`config.mk`:
```
export PLATFORM = sky130hd
export DESIGN_NAME = seq_detector_param
export DESIGN_NICKNAME = d
export VERILOG_FILES = /design/src/rtl/seq_detector_param.sv
export SDC_FILE = /design/constraint.sdc
export NUM_CORES = 1
export LEC_CHECK = 0
export ABC_AREA = 1
export ABC_CLOCK_PERIOD_IN_PS = 2200
export CAP_MARGIN = 25
export CORE_ASPECT_RATIO = 0.8
export CORE_MARGIN = 5
export CORE_UTILIZATION = 33
export DETAILED_ROUTE_END_ITERATION = 8
export GPL_TIMING_DRIVEN = 0
export SETUP_SLACK_MARGIN = 0.05
export SYNTH_ARGS = -nofsm -noshare
export SYNTH_HDL_FRONTEND = slang
export SYNTH_SLANG_ARGS = --single-unit
```
`constraint.sdc`:
```
create_clock -name clk -period 2.2 [get_ports clk]
set_input_delay 0.55 -clock clk [delete_from_list [all_inputs] [get_ports clk]]
set_output_delay 0.55 -clock clk [all_outputs]
set_load 0.005 [all_outputs]
```
`src/rtl/seq_detector_param.sv`:
```
// Parameterised serial pattern detector with loadable pattern, overlap control and match counter.
// Define SEQDET_COUNT_EN to build the saturating match counter; otherwise match_count is tied to 0.
//
// state | meaning
// FILL  | fewer than PAT_W valid history bits
// ARMED | history full, last accepted bit did not complete a match
// HIT   | last accepted bit completed a match (out=1)
module seq_detector_param #(
  parameter int PAT_W = 4,
  parameter logic [PAT_W-1:0] PAT_INIT = PAT_W'(4'b1000),
  parameter int CNT_W = 8,
  localparam int FW = $clog2(PAT_W + 1)
) (
  input  logic             clk,
  input  logic             reset,
  input  logic             in_valid,
  input  logic             in_bit,
  input  logic             overlap_en,
  input  logic             pat_load,
  input  logic [PAT_W-1:0] pat_value,
  input  logic             cnt_clear,
  output logic             out,
  output logic [CNT_W-1:0] match_count,
  output logic [FW-1:0]    fill_level
);

  typedef enum logic [1:0] {
    FILL  = 2'd0,
    ARMED = 2'd1,
    HIT   = 2'd2
  } state_t;

  localparam logic [FW-1:0] FULL = FW'(PAT_W);

  state_t           state_q, state_n;
  logic [PAT_W-1:0] hist_q, hist_n;
  logic [PAT_W-1:0] pat_q, pat_n;
  logic [FW-1:0]    fill_q, fill_n;
  logic [PAT_W-1:0] shifted;
  logic [FW-1:0]    fill_inc;
  logic             match;
  logic             out_q;

  always_ff @(posedge clk or posedge reset) begin
    if (reset) begin
      state_q <= FILL;
      hist_q  <= '0;
      pat_q   <= PAT_INIT;
      fill_q  <= '0;
      out_q   <= 1'b0;
    end else begin
      state_q <= state_n;
      hist_q  <= hist_n;
      pat_q   <= pat_n;
      fill_q  <= fill_n;
      out_q   <= (state_n == HIT);
    end
  end

  always_comb begin
    state_n  = state_q;
    hist_n   = hist_q;
    pat_n    = pat_q;
    fill_n   = fill_q;
    match    = 1'b0;
    shifted  = {hist_q[PAT_W-2:0], in_bit};
    fill_inc = (fill_q == FULL) ? fill_q : fill_q + 1'b1;
    // A pattern load takes priority and drops any bit offered in the same cycle.
    if (pat_load) begin
      pat_n   = pat_value;
      hist_n  = '0;
      fill_n  = '0;
      state_n = FILL;
    end else if (in_valid) begin
      hist_n = shifted;
      fill_n = fill_inc;
      match  = (fill_inc == FULL) && (shifted == pat_q);
      if (match) begin
        state_n = HIT;
        if (!overlap_en) fill_n = '0;
      end else if (fill_inc == FULL) begin
        state_n = ARMED;
      end else begin
        state_n = FILL;
      end
    end
  end

  assign out        = out_q;
  assign fill_level = fill_q;

`ifdef SEQDET_COUNT_EN
  logic [CNT_W-1:0] cnt_q;

  // Clear beats a coincident match.
  always_ff @(posedge clk or posedge reset) begin
    if (reset) begin
      cnt_q <= '0;
    end else if (cnt_clear) begin
      cnt_q <= '0;
    end else if (match && (cnt_q != {CNT_W{1'b1}})) begin
      cnt_q <= cnt_q + 1'b1;
    end
  end

  assign match_count = cnt_q;
`else
  logic unused_cnt_clear;
  assign unused_cnt_clear = cnt_clear;
  assign match_count      = '0;
`endif

endmodule

```
==> impl_metrics.tcl, run 1 <==
set metrics [dict create \
    status "finished, final reports clean" \
    cts_resized 0 \
    end_kind "output port" \
    cp.arrival_ps 1250 \
    cts_tree "built" \
    clkTransAtPathRegs_ps 80 \
    via_per_inst 3.98 \
    yosys_warnings 0 \
    crit_slowest_cell "clkdlybuf4s50_1" \
    hpwl_mm 1.08 \
    clock-sinks 13 \
    ant_nets 0 \
    ys_seq_area_frac 0.429 \
    clk_path_buf_depth 2 \
    whs_path_depth 2 \
    required_ps 1650 \
    cp_cell_sequence "clkdlybuf4s50_1" \
    cts_hold_buf 0 \
    clk_latency_ps 270 \
    period_minus_slack_ps 1800 \
    clock.fmax_mhz 556 \
    rsz0062_at_grt "no" \
    setup_tns_ps 0 \
    ff_latch_area_um2 327 \
    ios 23 \
    die_x_um 63.7 \
    max_cap_violations 0 \
    ys_ff_latch 13 \
    final_common_cell "nand2_1" \
    nets 130 \
    grt-ovfl-total 0 \
    dr.first_iter.drc_count 11 \
    drc 0 \
    rows 15 \
    path_delay_family "buffers and inverters" \
    dieHeight_um 53.0 \
    synthToLayoutAreaGrowth_pct 26.8 \
    grt_max_degree 14 \
    die-area_um2 3380 \
    drt_wl_total_mm 1.27 \
    setup_viol 0 \
    path_class "reg2out" \
    syn-cell-area_um2 762 \
    gp_congestion 0.804 \
    grt_pass1_vias 515 \
    skew_ps 8.61 \
    synth.avg_cell_area_um2 8.19 \
    hold_violations 0 \
    worst_setup_path_start_kind "flop" \
    worst_slack_ps 400 \
    grt_usage 0.0839 \
    cts_setup_buffers 0 \
    slew_viol_final 0 \
    drt_pass1_iterations 3 \
    io_buffers 12 \
    cts_buffers 3 \
    slowest_delay_ps 540 \
    crit_buf_inv 1 \
    wl_per_cell_um 9.01 \
    initial_core_util 0.350 \
    hold_class "reg2reg" \
    placed_area_um2 940 \
    finalCritPeriodShare 0.818 \
    worst-path-max-fanout 6 \
    cp.depth 1 \
    synth_cell_type_count 21 \
    antenna_cells 0 \
    antenna_found_initial 0 \
    drive_above_1_share 0.216 \
    synth_cells 93 \
    multi_input_area_um2 315 \
    clockRootBuffer "clkbuf_4" \
    dr_total_vias 561 \
    grt_first_pass_wirelength_mm 2.18 \
    fillers 211 \
    h-tree-depth 1 \
    peakVddDrop_mv 0.334 \
    final_cell_mix "22 x nand2_1, 19 x inv_1, 12 x dfrtp_1, 12 x clkdlybuf4s50_1" \
    hold_ws_ps 486 \
    p_per_area_nw_per_um2 522 \
    r2r_cells 8 \
    p_leak_uw 0.000511 \
    core_um2 2180 \
    pre_cts_ws_ps 421 \
    finalInstanceArea_um2 966 \
    total_power_uw 504 \
]
[final timing paths]
kind                                                start                     to  slack, ps
worst min-delay path                 state_q[0]$_DFF_PP0_   state_q[0]$_DFF_PP0_        490
worst max-delay path            fill_level[2]$_DFFE_PP0P_          fill_level[2]        400
worst min register to register       state_q[0]$_DFF_PP0_   state_q[0]$_DFF_PP0_        490
worst max register to register  fill_level[0]$_DFFE_PP0P_   state_q[1]$_DFF_PP0_        780
max in group asynchronous                           reset   pat_q[3]$_DFFE_PP1P_       1270
min in group asynchronous                           reset  hist_q[1]$_DFFE_PP0P_        580
[synth_stat cells]
master    number  share of area
nand2_1       22           0.11
inv_1         19          0.094
dfrtp_1       12           0.39
buf_4          8          0.079
o21ai_0        4          0.026
nand2_2        3          0.025
nor2_2         3          0.025
o22ai_1        3          0.025
ha_1           2          0.033
mux2_2         2          0.030
nand3_1        2          0.013
nand3_2        2          0.026
nor2_1         2         0.0099
xnor2_1        2          0.023
a21oi_1        1         0.0066
buf_6          1          0.015
conb_1         1         0.0049
dfstp_2        1          0.034
inv_2          1         0.0049
nand3b_1       1         0.0099
nor2_4         1          0.015
[registers in the layout, indices dropped and copies added, names as in the netlist]
| register | flops |
|---|---|
| fill_level | 3 |
| hist_q | 3 |
| out | 1 |
| pat_q | 4 |
| state_q | 2 |
[cell type report]
type	instances	area share
sequential	13	0.338
inverter	20	0.0777
tap	25	0.0324
buffer	9	0.0738
clock buffer	4	0.0272
multi-input combinational	58	0.326
timing repair buffer	12	0.124
[stage by stage]
stage / util / std cells
floorplan: - / 100
global placement: 0.432 / 137
detailed placement: 0.432 / 137
CTS: 0.444 / 141
global route: 0.444 / 141
finish: 0.444 / 141
[routing by layer]
layer	routed length (um)	global-route usage	share of wire	up-vias
met5	0	0	0	-
met2	599	0.132	0.47	13
li1	-	-	-	310
met3	77	0.0403	0.061	0
met4	0	0.0311	0	0
met1	593	0.0997	0.47	238
[cell families after synthesis]
kind of cell / count (synthesis) / synth area share
flops: 13 / 0.429
fa+ha+maj: 2 / 0.0328
buf+inv: 29 / 0.192
other cells: 1 / 0.00492
compound gates: 8 / 0.0575
xor+xnor: 2 / 0.0230
simple gates: 36 / 0.232
mux: 2 / 0.0296
[where the power goes]
group / internal, uW / switching (uW)
registers: 253 / 8.98
clock network: 70.3 / 71.5
logic: 52.2 / 48.0
total: 375 / 128
Power figures use the tool's default switching activity.
==> inputs of run 2 (changes only) <==
--- a/config.mk
+++ b/config.mk
@@ -6,7 +6,7 @@
 export NUM_CORES = 1
 export LEC_CHECK = 0
 export ABC_AREA = 1
-export ABC_CLOCK_PERIOD_IN_PS = 2200
+export ABC_CLOCK_PERIOD_IN_PS = 1500
 export CAP_MARGIN = 25
 export CORE_ASPECT_RATIO = 0.8
 export CORE_MARGIN = 5
==> constraint.sdc (replaced) <==
create_clock -name clk -period 1.5 [get_ports clk]
set_input_delay 0.375 -clock clk [delete_from_list [all_inputs] [get_ports clk]]
set_output_delay 0.375 -clock clk [all_outputs]
set_load 0.005 [all_outputs]
==> run 2 against run 1 <==
Against the previous run:
- combinational power is 86% higher
- total power is 54% higher
- die area stayed put
- core utilization is 3.8 points higher
- largest power group unchanged
- highest routed layer unchanged
==> impl_metrics.tcl, run 2 (synthesis results as in run 1) <==
set metrics [dict create \
    nets 135 \
    io_buffers 12 \
    setup_viol 0 \
    max_cap_violations 0 \
    p_leak_uw 0.000555 \
    peakVddDrop_mv 0.505 \
    path_class "reg2reg" \
    die_x_um 63.7 \
    pre_cts_ws_ps -104 \
    rsz0062_at_grt "no" \
    slew_viol_final 0 \
    synthToLayoutAreaGrowth_pct 37.6 \
    p_per_area_nw_per_um2 741 \
    hpwl_mm 1.08 \
    r2r_slack_ps 110 \
    required_ps 1660 \
    worst_slack_ps 112 \
    via_per_inst 4.04 \
    drt_wl_total_mm 1.44 \
    final_cell_mix "20 x nand2_1, 17 x inv_1, 12 x dfrtp_1" \
    hold_violations 0 \
    crit_start "fill_level[0]$_DFFE_PP0P_" \
    dr_total_vias 590 \
    clk_path_buf_depth 2 \
    h-tree-depth 1 \
    grt_pass1_vias 536 \
    ant_nets 0 \
    period_minus_slack_ps 1390 \
    largest_register_ffs 4 \
    status "finished, final reports clean" \
    finalCritPeriodShare 0.925 \
    ios 23 \
    cts_tree "built" \
    drive_above_1_share 0.314 \
    finalInstanceArea_um2 1050 \
    top_register "pat_q" \
    min_from "pat_load" \
    end_kind "flop" \
    grt_max_degree 14 \
    cts_hold_buf 0 \
    wl_per_cell_um 9.84 \
    antenna_found_initial 0 \
    die-area_um2 3380 \
    rows 15 \
    worst_setup_path_start_kind "flop" \
    setup_tns_ps 0 \
    cts_buffers 3 \
    core_um2 2180 \
    clock-sinks 13 \
    multi_input_area_um2 357 \
    dieHeight_um 53.0 \
    initial_core_util 0.350 \
    final_common_cell "nand2_1" \
    drt_pass1_iterations 3 \
    antenna_cells 0 \
    placed_area_um2 940 \
    grt_first_pass_wirelength_mm 2.27 \
    clock.fmax_mhz 720 \
    drc 0 \
    grt_usage 0.0876 \
    reg2reg_from "fill_level[0]$_DFFE_PP0P_" \
    gp_congestion 0.804 \
    ff_latch_area_um2 327 \
    fillers 202 \
    hold_class "in2reg" \
    clkTransAtPathRegs_ps 80 \
    cp.arrival_ps 1550 \
    clk_latency_ps 270 \
    grt-ovfl-total 0 \
    clockRootBuffer "clkbuf_4" \
    total_power_uw 777 \
    skew_ps 8.69 \
    dr.first_iter.drc_count 10 \
    worst-path-max-fanout 3 \
]
==> run 2: cell types whose count changed in the layout (fill, tap and decap cells not counted), moves of 2 or more <==
cell,delta
ha_1,-2
inv_2,+2
buf_6,+2
nand2_1,-2
clkdlybuf4s50_1,-4
nand2_2,+2
dlygate4sd2_1,+3
inv_1,-2
buf_4,+3
==> run 2: critical path: stages, from the launching register on <==
cell and delay [ps]:
dfrtp_1 410, buf_6 130, ha_2 180, inv_1 50, nand2_1 50, nand3_2 90
nand2_2 70, nor2_4 130, nand2_2 60, nand2_2 70, nor2_2 40
==> run 2: cell type report <==
cell class	instances	area share
timing repair buffer	17	0.154
buffer	9	0.0680
tap	25	0.0298
inverter	20	0.0716
clock buffer	4	0.0251
sequential	13	0.311
multi-input combinational	58	0.340
==> run 2: metrics by stage <==
| stage | hold slack [ps] | cells | utilization |
|---|---|---|---|
| after floorplan | 251 | 100 | - |
| after global placement | 471 | 137 | 0.432 |
| after detailed placement | 473 | 137 | 0.432 |
| after CTS | 334 | 144 | 0.452 |
| after global routing | 330 | 146 | 0.482 |
| final | 340 | 146 | 0.482 |
==> run 2: worst paths after layout <==
| check | endpoint | cells past startpoint |
|---|---|---|
| min in group asynchronous | hist_q[1]$_DFFE_PP0P_ | 2 |
| hold reg to reg | state_q[0]$_DFF_PP0_ | 2 |
| hold / removal | pat_q[1]$_DFFE_PP0P_ | 2 |
| max in group asynchronous | pat_q[3]$_DFFE_PP1P_ | 2 |
| setup / recovery | out$_DFF_PP0_ | 10 |
| setup reg to reg | out$_DFF_PP0_ | 10 |
==> run 2: routing by layer <==
metal	vias up	GRT usage	routed length (um)
met5	-	0	0
met4	0	0.0311	0
met3	0	0.0403	77
met2	13	0.142	726
met1	256	0.102	632
li1	321	-	-
==> run 2: report_power, final <==
group	switching, uW	internal (uW)	total (uW)
registers	12.2	371	383
logic	88.7	97.3	186
clock network	105	103	208
==> run 2: what timing repair did <==
item,4_1_cts,5_1_grt
setup endpoints to repair,4,3
setup buffers,3,2
gates resized for setup,4,14
pin swaps,0,3
